==> src/rtl/unpack_arb.sv <==
// unpack_arb: packet-atomic arbiter that lets two packet sources share one unpacker.
// Define UNPACK_ARB_FIXED_PRIO_EN to make IDLE ties always favour port 0 instead of round-robin.
module unpack_arb (
    input  logic        clk,
    input  logic        rst,
    input  logic        s0_valid,
    output logic        s0_ready,
    input  logic [31:0] s0_data,
    input  logic        s0_sop,
    input  logic        s0_eop,
    input  logic        s1_valid,
    output logic        s1_ready,
    input  logic [31:0] s1_data,
    input  logic        s1_sop,
    input  logic        s1_eop,
    output logic        m_valid,
    input  logic        m_ready,
    output logic [31:0] m_data,
    output logic        m_sop,
    output logic        m_eop,
    output logic        grant_id,
    output logic        busy,
    output logic [7:0]  drop_cnt
);

    typedef enum logic [1:0] {
        IDLE = 2'd0,
        OWN0 = 2'd1,
        OWN1 = 2'd2
    } state_t;

    state_t      state;
    state_t      state_next;
    logic        last_served;
    logic        last_served_next;
    logic [7:0]  drop_next;

    logic        elig0;
    logic        elig1;
    logic        tie_pick;
    logic        has_owner;
    logic        owner;
    logic        sel_valid;
    logic        sel_sop;
    logic        sel_eop;
    logic [31:0] sel_data;
    logic        handshake;
    logic        orphan0;
    logic        orphan1;
    logic [8:0]  drop_sum;

    always_ff @(posedge clk or posedge rst) begin
        if (rst) begin
            state       <= IDLE;
            last_served <= 1'b1;
            drop_cnt    <= 8'd0;
        end else begin
            state       <= state_next;
            last_served <= last_served_next;
            drop_cnt    <= drop_next;
        end
    end

    // The owner is either the packet holder or, in IDLE, the port granted this very cycle.
    always_comb begin
        elig0 = s0_valid & s0_sop;
        elig1 = s1_valid & s1_sop;
`ifdef UNPACK_ARB_FIXED_PRIO_EN
        tie_pick = 1'b0;
`else
        tie_pick = ~last_served;
`endif
        has_owner = 1'b0;
        owner     = last_served;
        case (state)
            OWN0: begin
                has_owner = 1'b1;
                owner     = 1'b0;
            end
            OWN1: begin
                has_owner = 1'b1;
                owner     = 1'b1;
            end
            default: begin
                if (elig0 && elig1) begin
                    has_owner = 1'b1;
                    owner     = tie_pick;
                end else if (elig0) begin
                    has_owner = 1'b1;
                    owner     = 1'b0;
                end else if (elig1) begin
                    has_owner = 1'b1;
                    owner     = 1'b1;
                end
            end
        endcase
        if (rst) begin
            has_owner = 1'b0;
            owner     = 1'b1;
        end

        sel_valid = owner ? s1_valid : s0_valid;
        sel_data  = owner ? s1_data  : s0_data;
        sel_sop   = owner ? s1_sop   : s0_sop;
        sel_eop   = owner ? s1_eop   : s0_eop;

        m_valid   = has_owner & sel_valid;
        m_data    = m_valid ? sel_data : 32'd0;
        m_sop     = m_valid & sel_sop;
        m_eop     = m_valid & sel_eop;
        handshake = m_valid & m_ready;

        // Continuation words from a port that does not own the output are swallowed.
        orphan0 = ~rst & s0_valid & ~s0_sop & ~(has_owner & ~owner);
        orphan1 = ~rst & s1_valid & ~s1_sop & ~(has_owner & owner);

        s0_ready = (has_owner & ~owner) ? m_ready : orphan0;
        s1_ready = (has_owner &  owner) ? m_ready : orphan1;

        busy     = ~rst & ((state != IDLE) | handshake);
        grant_id = has_owner ? owner : last_served;

        state_next       = state;
        last_served_next = last_served;
        if (handshake && sel_eop) begin
            state_next       = IDLE;
            last_served_next = owner;
        end else if (handshake && (state == IDLE)) begin
            state_next = owner ? OWN1 : OWN0;
        end

        drop_sum  = {1'b0, drop_cnt} + 9'(orphan0) + 9'(orphan1);
        drop_next = (drop_sum > 9'd255) ? 8'hFF : drop_sum[7:0];
    end

endmodule

==> config.mk <==
export PLATFORM = sky130hd
export DESIGN_NAME = unpack_arb
export DESIGN_NICKNAME = d
export VERILOG_FILES = /design/src/rtl/unpack_arb.sv
export SDC_FILE = /design/constraint.sdc
export NUM_CORES = 1
export LEC_CHECK = 0
export BUFFER_PORTS_ARGS = -buffer_cell sky130_fd_sc_hd__buf_4
export CAP_MARGIN = 20
export CORE_AREA = 2 2 63 65
export CTS_BUF_LIST = sky130_fd_sc_hd__clkbuf_8
export DETAILED_ROUTE_END_ITERATION = 6
export DIE_AREA = 0 0 65 67
export MAX_ROUTING_LAYER = met4
export PLACE_DENSITY_LB_ADDON = 0.05
export RECOVER_POWER = 100
export SLEW_MARGIN = 30
export SYNTH_ARGS = -nofsm -noshare
export SYNTH_HDL_FRONTEND = slang
export SYNTH_SLANG_ARGS = --single-unit
==> constraint.sdc <==
create_clock -name clk -period 3.45 [get_ports clk]
set_clock_uncertainty 0.05 [all_clocks]
set_input_delay 0.345 -clock clk [delete_from_list [all_inputs] [get_ports clk]]
set_output_delay 0.345 -clock clk [all_outputs]
set_load 0.1 [all_outputs]
==> results.md <==
* Outcome: finished, final reports clean
* Max clock buf depth at 2
* Clock share of power at 5.1%
* First-pass GRT wire length at 7.01 mm
* Grt ovf at 0
* Tot GR Track Use at 20.4%
* DP HPWL at 3.64 mm
* CTS Hold Buffers Added at 0
* Peak VDD IR at 0.776 mV
* Max-cap violations at 0
* Row count at 22
* Yosys reg bits at 11
* DR DRC count at 0
* Post-DRT Antenna Nets at 0
* Worst Max-Slew Pin Slew at 1.17 ns
* Sw Pwr at 1.70 mW
* CTS tree: built
* Pre-CTS WS at 0.519 ns
* EDFF count, synth at 0
* Total number of vias at 1737
* Mapped Area at 1390 um2
* HP Class: primary input to async pin
* Clock-pin slew on the worst setup and hold paths at 0.05 ns
* Post-CTS sizing at 0
* Layout cells sized above 1 at 49.4%
* Critical path class: flip-flop to output port
* Synthesized netlist cell count at 195
* Leading post-synthesis cells by cell area: nand2_1 (20%), a21oi_2 (18%), dfrtp_1 (18%)
* Crit path DAT at 2.80 ns
* Worst r2r src: state[0]$_DFFE_PP0P_
* Crit path launch: state[1]$_DFFE_PP0P_
* Vias in the first global route at 1525
* Fin Setup TNS at 0 ns
* Fillers at 387
* Leading area contributor after synthesis: nand2_1
* CP Launch Type: flip-flop
* Power Density at 1050 nW/um2
* Leakage at 1.14 nW
* Initial core utilization at 38.5%
* Fmax at 313 MHz
* Drt total wl at 4.57 mm
* DRT Pass-1 Iters at 4
* Unrepaired setup endpoints after global routing: no
* DRT iter0 DRCs at 92
* Core box area at 3610 um2
* Final Setup Violations at 0
* TritonCTS Buffers at 3
* DR vias/cell at 4.85
* Sw Share at 72.5%
* Async SR Flop Fraction at 100%
* Synth cell types at 40
* Worst rel slew slack at 22.6%
* Period Utilization, post-route at 92.7%
* I/O Pins at 120
* Max Slew Vio Count at 0
* Post-synth top area share at 20.0%
* Clk_lat worst skew at 0.23 ns
* Synthesis-to-finish area growth at 60.6%
* Die Width at 65 um
* Clk root buf: clkbuf_8
* Final Util at 61.8%
* Multi-input logic area at 1000 um2
* IO Port Bufs at 119
* Maximum fanout along the worst path at 35
* Register share of total power at 9.8%
* Die Area at 4360 um2
* Req. time, crit path at 3.05 ns
* Clk sinks at 11
* Postcts setup bufs at 0
* Max H-tree Level at 1
* Tmin final at 3.20 ns
* Final hold vios at 0
* Setup ws final at 0.253 ns
* Fin nets at 388
* Ant. Diodes at 0
* CP Capture Type: output port
* Syn_area_per_cell at 7.12 um2
* Register area at 277 um2
* Vert. Die Dim at 67 um
* Logic pwr share at 85.1%
* GP Congestion at 0.778
* Ys Warns at 0
* Antenna violations before repair at 0
* Post-synthesis sequential area ratio at 19.9%
* Routed WL per cell at 12.8 um
* Pint at 0.646 mW
* Ys flop type: dfrtp_1
* Syn Nets at 272
* Largest net degree at the start of global routing at 37
-- state kept, by name (all words and copies together) (netlist names) --
register,cells
state,2
drop_cnt,8
last_served,1
-- critical path, cell delays in order, from the launching register on --
cell and delay, ns:
dfrtp_1 0.36, inv_1 0.05, ha_1 0.35, a21oi_1 0.11, a2111o_1 0.47, mux2_4 0.23, nand2_4 0.29, a21oi_2 0.22
clkbuf_2 0.48
-- final cells by class --
| class | count | area share, % |
|---|---|---|
| multi-input cells | 165 | 44.9 |
| clock buffers | 3 | 1.85 |
| clock inverters | 1 | 0.168 |
| repair buffers | 123 | 36.8 |
| flip-flops and latches | 11 | 12.4 |
| inverters | 7 | 1.18 |
| well taps | 48 | 2.70 |
-- logic make-up after synthesis --
| family | count (synthesis) | share of synthesized area (%) |
|---|---|---|
| adder cells (fa/ha/maj) | 4 | 4.15 |
| AND/OR/NAND/NOR | 101 | 32.6 |
| flip-flops | 11 | 19.9 |
| multiplexers | 2 | 1.80 |
| buffers and inverters | 19 | 8.20 |
| XOR/XNOR | 3 | 1.89 |
| AO/OA/AOI/OAI | 55 | 31.4 |
-- Yosys cell counts (all sizes together), types with 2 or more instances --
cell	number
a21oi	43
a31oi	2
buf	5
clkbuf	7
dfrtp	10
ha	3
inv	7
nand2	75
nand2b	2
nand3	7
nand4	2
nor2	4
nor2b	5
o21ai	2
xor2	2
-- layer usage --
metal,vias to the layer above,wire (um),global-route usage (%)
li1,889,-,-
met1,770,1830,25.3
met2,72,2320,35.2
met3,6,384,3.72
met4,0,36,3.46
met5,-,0,-
-- layout by cell type (no fill, tap or decap), drive strengths merged --
| cell type | count |
|---|---|
| a2111o | 1 |
| a2111oi | 1 |
| a21boi | 1 |
| a21oi | 43 |
| a221o | 1 |
| a311oi | 1 |
| a31oi | 2 |
| and2 | 1 |
| and3 | 1 |
| and4 | 1 |
| buf | 90 |
| clkbuf | 36 |
| dfrtp | 10 |
| dfstp | 1 |
| fa | 1 |
| ha | 3 |
| inv | 8 |
| mux2 | 1 |
| mux2i | 1 |
| nand2 | 75 |
| nand2b | 2 |
| nand3 | 7 |
| nand4 | 2 |
| nor2 | 4 |
| nor2b | 5 |
| nor3 | 1 |
| nor4bb | 1 |
| o211ai | 1 |
| o21a | 1 |
| o21ai | 2 |
| o22a | 1 |
| or3 | 1 |
| xnor2 | 1 |
| xor2 | 2 |
-- power by group through the flow --
stage / Clock (mW) / Combinational [mW] / Sequential, mW
after global routing: 0.128 / 2.10 / 0.239
after floorplan: 0 / 1.52 / 0.441
final: 0.119 / 2.00 / 0.230
after detailed placement: 0 / 2.09 / 0.232
after CTS: 0.120 / 2.09 / 0.232
after global placement: 0 / 2.08 / 0.232
-- worst paths after layout --
kind                       depth (start not counted)                      end  slack [ns]
min reg2reg                                        2    drop_cnt[5]$_DFF_PP0_        0.52
max reg2reg                                       10    drop_cnt[3]$_DFF_PP0_        0.50
min in group clk                                   2  last_served$_DFFE_PP1P_        0.24
max in group asynchronous                          2  last_served$_DFFE_PP1P_        2.80
max                                                8                m_data[4]        0.25
min                                                2    drop_cnt[0]$_DFF_PP0_        0.22
-- per-stage QoR --
| stage | instances | total power [mW] | cell area (um2) | hold slack [ns] |
|---|---|---|---|---|
| after floorplan | 195 | 1.96 | 1390 | 0.365 |
| after global placement | 354 | 2.31 | 2290 | 0.380 |
| after detailed placement | 354 | 2.32 | 2290 | 0.378 |
| after CTS | 358 | 2.44 | 2330 | 0.137 |
| after global routing | 358 | 2.47 | 2230 | 0.258 |
| final | 358 | 2.35 | 2230 | 0.218 |
(Power assumes the default switching activity.)
